**config.mk**
```make
export PLATFORM = sky130hd
export DESIGN_NAME = writeback_unit
export DESIGN_NICKNAME = d
export VERILOG_FILES = /design/src/rtl/writeback_unit_pkg.sv /design/src/rtl/writeback_unit_load_extend.sv /design/src/rtl/writeback_unit.sv
export SDC_FILE = /design/constraint.sdc
export NUM_CORES = 1
export LEC_CHECK = 0
export ABC_AREA = 1
export ABC_CLOCK_PERIOD_IN_PS = 1200
export CAP_MARGIN = 20
export CORE_UTILIZATION = 41
export CTS_CLUSTER_DIAMETER = 100
export DETAILED_ROUTE_END_ITERATION = 12
export GPL_ROUTABILITY_DRIVEN = 0
export HOLD_SLACK_MARGIN = 0.12
export PLACE_DENSITY = 0.79
export SKIP_CTS_REPAIR_TIMING = 1
export SLEW_MARGIN = 40
export SYNTH_ARGS = -nofsm -noshare
export SYNTH_HDL_FRONTEND = slang
export SYNTH_SLANG_ARGS = --single-unit
export TNS_END_PERCENT = 100
```
**constraint.sdc**
```tcl
create_clock -name clk -period 1.2 [get_ports clk]
set_input_delay 0.12 -clock clk [delete_from_list [all_inputs] [get_ports clk]]
set_output_delay 0.12 -clock clk [all_outputs]
set_load 0.01 [all_outputs]
```
**src/rtl/writeback_unit_pkg.sv**
```systemverilog
// writeback_unit_pkg: shared CPU encodings for writeback source, load size and FSM states.
package writeback_unit_pkg;
    localparam logic [1:0] WB_MEM  = 2'b00;
    localparam logic [1:0] WB_ALU  = 2'b01;
    localparam logic [1:0] WB_LINK = 2'b10;
    localparam logic [1:0] WB_IMM  = 2'b11;
    localparam logic [1:0] LD_BYTE = 2'b00;
    localparam logic [1:0] LD_HALF = 2'b01;
    localparam logic [1:0] LD_WORD = 2'b10;
    localparam logic [1:0] LD_RSVD = 2'b11;
    localparam logic [0:0] ST_IDLE     = 1'b0;
    localparam logic [0:0] ST_WAIT_MEM = 1'b1;
    // Reserved size behaves as a word, so it carries the word alignment rule.
    function automatic logic misaligned(input logic [1:0] size, input logic [1:0] lo);
        return (size == LD_WORD || size == LD_RSVD) ? |lo : (size == LD_HALF) ? lo[0] : 1'b0;
    endfunction
endpackage

```
**src/rtl/writeback_unit_load_extend.sv**
```systemverilog
// load_extend: selects the loaded byte/half lane and zero- or sign-extends it.
module load_extend
    import writeback_unit_pkg::*;
#(
    parameter int DATA_W = 32
) (
    input  logic [DATA_W-1:0] rdata,
    input  logic [1:0]        ld_size,
    input  logic              ld_unsigned,
    input  logic [1:0]        addr_lo,
    output logic [DATA_W-1:0] data
);
    logic [7:0]  lane_b;
    logic [15:0] lane_h;
    logic        sign_b;
    logic        sign_h;
    always_comb begin
        lane_b = rdata[{addr_lo, 3'b000} +: 8];
        lane_h = rdata[{addr_lo[1], 4'b0000} +: 16];
        sign_b = ~ld_unsigned & lane_b[7];
        sign_h = ~ld_unsigned & lane_h[15];
        data   = (ld_size == LD_BYTE) ? {{(DATA_W-8){sign_b}}, lane_b} :
                 (ld_size == LD_HALF) ? {{(DATA_W-16){sign_h}}, lane_h} : rdata;
    end
endmodule

```
**src/rtl/writeback_unit.sv**
```systemverilog
// writeback_unit: selects writeback data, waits for load responses and drives the register-file write port.
module writeback_unit
    import writeback_unit_pkg::*;
#(
    parameter int DATA_W      = 32,
    parameter int REG_AW      = 5,
    parameter int MEM_TIMEOUT = 16
) (
    input  logic              clk,
    input  logic              rst_n,
    input  logic              in_valid,
    output logic              in_ready,
    input  logic              reg_write,
    input  logic [1:0]        wb_sel,
    input  logic [REG_AW-1:0] waddr,
    input  logic [DATA_W-1:0] result,
    input  logic [DATA_W-1:0] link,
    input  logic [DATA_W-1:0] imm,
    input  logic [1:0]        ld_size,
    input  logic              ld_unsigned,
    input  logic [1:0]        addr_lo,
    input  logic              mem_rvalid,
    input  logic [DATA_W-1:0] mem_rdata,
    output logic              rf_we,
    output logic [REG_AW-1:0] rf_waddr,
    output logic [DATA_W-1:0] rf_wdata,
    output logic              err_misalign,
    output logic              err_timeout
);
    logic [0:0]        state_q, state_d;
    logic [7:0]        cnt_q, cnt_d, cnt_inc;
    logic [REG_AW-1:0] lwaddr_q, lwaddr_d;
    logic              lwe_q, lwe_d;
    logic [1:0]        lsize_q, lsize_d;
    logic              luns_q, luns_d;
    logic [1:0]        llo_q, llo_d;
    logic              rf_we_q, rf_we_d;
    logic [REG_AW-1:0] rf_waddr_q, rf_waddr_d;
    logic [DATA_W-1:0] rf_wdata_q, rf_wdata_d;
    logic              err_mis_q, err_mis_d;
    logic              err_to_q, err_to_d;
    logic [DATA_W-1:0] sel_data, ext_data;
    logic              wr;

    load_extend #(.DATA_W(DATA_W)) u_load_extend (
        .rdata       (mem_rdata),
        .ld_size     (lsize_q),
        .ld_unsigned (luns_q),
        .addr_lo     (llo_q),
        .data        (ext_data)
    );

    always_comb begin
        sel_data   = (wb_sel == WB_ALU) ? result : (wb_sel == WB_LINK) ? link : imm;
        cnt_inc    = cnt_q + 8'd1;
        state_d    = state_q;
        cnt_d      = cnt_q;
        lwaddr_d   = lwaddr_q;
        lwe_d      = lwe_q;
        lsize_d    = lsize_q;
        luns_d     = luns_q;
        llo_d      = llo_q;
        rf_we_d    = 1'b0;
        rf_waddr_d = rf_waddr_q;
        rf_wdata_d = rf_wdata_q;
        err_mis_d  = 1'b0;
        err_to_d   = 1'b0;
        wr         = 1'b0;
        // Address/data only move on a real write so they hold across idle cycles.
        if (state_q == ST_IDLE) begin
            if (in_valid && wb_sel != WB_MEM) begin
                wr         = reg_write && (waddr != '0);
                rf_we_d    = wr;
                rf_waddr_d = wr ? waddr : rf_waddr_q;
                rf_wdata_d = wr ? sel_data : rf_wdata_q;
            end else if (in_valid && misaligned(ld_size, addr_lo)) begin
                err_mis_d = 1'b1;
            end else if (in_valid) begin
                lwaddr_d = waddr;
                lwe_d    = reg_write;
                lsize_d  = ld_size;
                luns_d   = ld_unsigned;
                llo_d    = addr_lo;
                cnt_d    = 8'd0;
                state_d  = ST_WAIT_MEM;
            end
        end else if (mem_rvalid) begin
            wr         = lwe_q && (lwaddr_q != '0);
            rf_we_d    = wr;
            rf_waddr_d = wr ? lwaddr_q : rf_waddr_q;
            rf_wdata_d = wr ? ext_data : rf_wdata_q;
            state_d    = ST_IDLE;
        end else begin
            cnt_d    = cnt_inc;
            err_to_d = (cnt_inc == 8'(MEM_TIMEOUT));
            state_d  = err_to_d ? ST_IDLE : ST_WAIT_MEM;
        end
    end

    always_ff @(posedge clk or negedge rst_n) begin
        if (!rst_n) begin
            state_q    <= ST_IDLE;
            cnt_q      <= '0;
            lwaddr_q   <= '0;
            lwe_q      <= 1'b0;
            lsize_q    <= '0;
            luns_q     <= 1'b0;
            llo_q      <= '0;
            rf_we_q    <= 1'b0;
            rf_waddr_q <= '0;
            rf_wdata_q <= '0;
            err_mis_q  <= 1'b0;
            err_to_q   <= 1'b0;
        end else begin
            state_q    <= state_d;
            cnt_q      <= cnt_d;
            lwaddr_q   <= lwaddr_d;
            lwe_q      <= lwe_d;
            lsize_q    <= lsize_d;
            luns_q     <= luns_d;
            llo_q      <= llo_d;
            rf_we_q    <= rf_we_d;
            rf_waddr_q <= rf_waddr_d;
            rf_wdata_q <= rf_wdata_d;
            err_mis_q  <= err_mis_d;
            err_to_q   <= err_to_d;
        end
    end

    assign in_ready     = (state_q == ST_IDLE);
    assign rf_we        = rf_we_q;
    assign rf_waddr     = rf_waddr_q;
    assign rf_wdata     = rf_wdata_q;
    assign err_misalign = err_mis_q;
    assign err_timeout  = err_to_q;
endmodule

```
==> results.txt <==
For the via count of the first global-routing pass, the log shows 5515. The largest individual stage delay along the critical path comes from the cell sky130_fd_sc_hd__dfrtp_1. Once detailed placement completed, the half-perimeter wirelength came to 12.0 mm. After synthesis the netlist holds a flip-flop and latch count of 60. The run finished, with violations left. The worst setup path is of the reg2reg kind. The proportion of netlist area held by the largest area contributor is 30.9%, and the later-pin clock latency in the skew report is 0.34 ns.

The repair_antennas step left the layout with diodes totalling 0. Dividing the detail-routed via count by the number of cells gives 5.05. CTS placed an instance of sky130_fd_sc_hd__clkbuf_16 at the clock tree root.

During I/O placement, the number of pins put on the boundary was 186. The maximum clock frequency was 675 MHz; the average routed wire per standard cell was 14.7 µm. For this run, the post-layout net count is 1197. Entering global routing, the biggest net connects 61 pins.

The minimum period implied by the final worst setup slack works out to 1.48 ns. The kind of cell with the highest combined delay along the critical path is simple AND/OR/NAND/NOR gates. The synthesized design contains 0 enable-type register cells. The tools report the count of final hold-check violations as 0. The most instantiated flip-flop cell in the synthesis netlist is sky130_fd_sc_hd__dfrtp_1. The sequential cells in the finished layout cover a total of 1510 µm². Across all layers, the routed design uses 6053 vias.

The final reports fail on negative setup slack. IR analysis of the VDD net gives a maximum drop of 0.631 mV. The slew at the pin closest to its max-slew limit was 0.347 ns; the number of pins with negative max-slew slack in the final report was 0. The kind of capture point of the worst setup path is a flop. After synthesis, the most frequently instantiated cells are sky130_fd_sc_hd__nand2_1, sky130_fd_sc_hd__inv_1, sky130_fd_sc_hd__nand3_1. Type of the tightest min-delay check: in2reg. For this run, the number of Yosys warnings is 0.

Yosys attributes the largest share of cell area to sky130_fd_sc_hd__dfrtp_1, sky130_fd_sc_hd__nand2_1, sky130_fd_sc_hd__inv_1. After synthesis the cells add up to 4860 µm². Of the total synthesized cell area, the portion taken by XOR and XNOR cells is 0.180%. The first detailed-routing pass took 6 iterations. The count of buffer and inverter cells on the critical path was 2.

The share of flip-flops with an asynchronous set or reset was 100%. Among the stages of the critical path, the cell type that occurs most often is sky130_fd_sc_hd__nand2_1. Setup violations remaining at the end of the flow were counted as 60. Cells with a size suffix above 1 make up 17.9% of the layout. The floorplan has 39 rows.

In the global route stage, met3 resource usage came out at 4.65%. For this block, the initial DRC count from the detailed router was 420. From left edge to right edge, the die measures 111 µm. The critical path startpoint category was a flop.

The final setup skew came out at 0.00586 ns. The longest clock path from root to sink contains 2 buffers. The DRC violations left is 0, and the met1 global-route usage is 35.7%. Setup repair after global routing could not meet its margin everywhere. The logs give 17.6 mm for the final wirelength and 921 for the final-layout fill cell count. The smallest setup slack after layout is -0.281 ns, and the vertical die dimension is 111 µm.

Across the run, the number of max-cap violations was 0. Summed over all cells, the static leakage comes to 4.57 nW. The largest area contributor in the synthesized netlist was sky130_fd_sc_hd__dfrtp_1.

The required time of the critical path is 1.43 ns, and the area inside the core boundary is 11500 µm². The clock-pin transition on the worst setup and hold timing paths was 0.05 ns. Dividing total power by cell area gives a power density of 1150 nW/µm². The power consumption is 9.35 mW, and the highest fanout seen on the critical path is 19.

The overall track demand over capacity in global routing is 26.6%. The global-route wire length before repair is 26.5 mm. TritonCTS built the clock tree. The H-tree generated during clock tree synthesis spans 3 levels. Of the total synthesized cell area, the portion taken by AND, OR, NAND and NOR gates is 42.8%. The setup TNS was -11.23 ns; the sequential fraction of the synthesis area was 30.9%. The post-detailed-route count of antenna-violating nets was 0.

The run gives 42.7% as the routing usage on met2. The largest stage delay on the critical path works out to 0.39 ns. The dominant combinational cell family by area after synthesis is simple AND/OR/NAND/NOR gates. Share of the clock period used by the worst path after layout: 123%. The area growth from synthesis to layout is 66.6%. The run gives 0 as the initial antenna violation count.

Of the post-synthesis cell area, the part taken by muxes is 0.541%. Overall die area: 12300 µm². Clock tree synthesis found a total of 60 sinks. After global routing the overflow that remains totals 0. Counting the buffers created by CTS gives 9. The average instance area after synthesis is 5.93 µm², and the synthesized instance count is 819. The number of nets in the synthesized netlist is 965. Counting distinct cell types in the post-synthesis netlist gives 33.

Global-route layer with the greatest usage: met2. STA puts the critical path data arrival time at 1.71 ns. Traced cell by cell, the critical path runs through nor2_1 > nand3b_1 > nand3b_1 > nand2_4 > clkbuf_16 > nand2_1 > clkinv_1 > nand2_1 > nand2_1. The most repeated cell in the gate-level netlist after synthesis is sky130_fd_sc_hd__nand2_1. The share of the synthesized area in compound gates (AO/OA/AOI/OAI) works out to 9.43%. The post-synthesis share of cell area spent on full adders, half adders and majority gates works out to 0.258%.

Input and output buffers added on the ports amount to 185. The headroom to the max-slew limit came out at 76.9%. Effective utilization at floorplan: 42.4%. In the final layout, the multi-input gates occupy 2860 µm².
==> layout by cell type, fill, tap and decap left out, drive strengths merged, types with 14 or more instances in the layout <==
cell	netlist	layout
nor2	59	59
clkbuf	8	14
dfrtp	60	60
clkdlybuf4s50	0	141
inv	114	123
nand2	332	332
buf	33	74
nand3	80	81
o21ai	74	74
dlymetal6s2s	0	42
==> layer usage <==
layer  share of wire [%]  wire length [µm]  vias up
met2                  47              8360      285
met5                   0                 0        -
met1                  42              7460     2756
met3                 7.5              1330       40
li1                    -                 -     2972
met4                 2.7               474        0
==> worst min-delay path, cell delays in order <==
cell and delay [ns]:
sky130_fd_sc_hd__dlymetal6s2s_1 0.14, sky130_fd_sc_hd__buf_6 0.15, sky130_fd_sc_hd__nor4_1 0.06
==> cell type report <==
| cell class | count | area share (%) |
|---|---|---|
| repair buffers | 261 | 33.6 |
| multi-input cells | 586 | 35.4 |
| well taps | 143 | 2.21 |
| inverters | 133 | 6.71 |
| flip-flops and latches | 60 | 18.6 |
| clock inverters | 5 | 0.649 |
| clock buffers | 11 | 2.88 |
==> kinds of logic (layout without fill, tap and decap cells) <==
| group | count (synthesis) | in the layout |
|---|---|---|
| compound gates | 88 | 88 |
| xor+xnor | 1 | 1 |
| fa+ha+maj | 1 | 1 |
| buf+inv | 174 | 410 |
| flops | 60 | 60 |
| mux | 2 | 2 |
| simple gates | 493 | 494 |
==> through the flow <==
| stage | instances | hold WS (ns) | setup WS, ns | util [%] | instance area, µm² |
|---|---|---|---|---|---|
| after floorplan | 819 | -0.176 | -0.130 | - | 4880 |
| after global placement | 1167 | 0.156 | -0.600 | 62.4 | 7160 |
| after detailed placement | 1167 | 0.159 | -0.631 | 62.4 | 7160 |
| after CTS | 1183 | -0.194 | -0.456 | 64.9 | 7450 |
| after global routing | 1199 | 0.178 | -0.374 | 70.6 | 8090 |
| final | 1199 | 0.176 | -0.281 | 70.6 | 8090 |
==> registers in the layout (all words and copies together), names as in the netlist <==
name,flops
cnt_q,8
err_misalign,1
err_timeout,1
llo_q,2
lsize_q,2
luns_q,1
lwaddr_q,5
lwe_q,1
rf_waddr,5
rf_wdata,32
rf_we,1
state_q,1
==> path summary, 6_finish.rpt <==
kind / startpoint / to / slack [ns] / cells past startpoint
max in group asynchronous: rst_n / cnt_q[2] / 0.57 / 3
min in group asynchronous: rst_n / rf_wdata[25] / 0.32 / 3
worst max register to register: lwaddr_q[1] / rf_wdata[20] / -0.28 / 9
worst min-delay path: wb_sel[1] / err_misalign / 0.18 / 3
worst max-delay path: lwaddr_q[1] / rf_wdata[20] / -0.28 / 9
worst min register to register: rf_wdata[26] / rf_wdata[26] / 0.47 / 2
==> report_power, final <==
part | switching [mW] | leakage, nW | internal (mW) | total [mW]
combinational | 2.01 | 3.69 | 2.00 | 4.01
clock | 0.952 | 0.139 | 1.60 | 2.55
sequential | 0.310 | 0.739 | 2.48 | 2.79
total | 3.27 | 4.57 | 6.08 | 9.35
No activity file was read; power rests on OpenSTA's default activity.
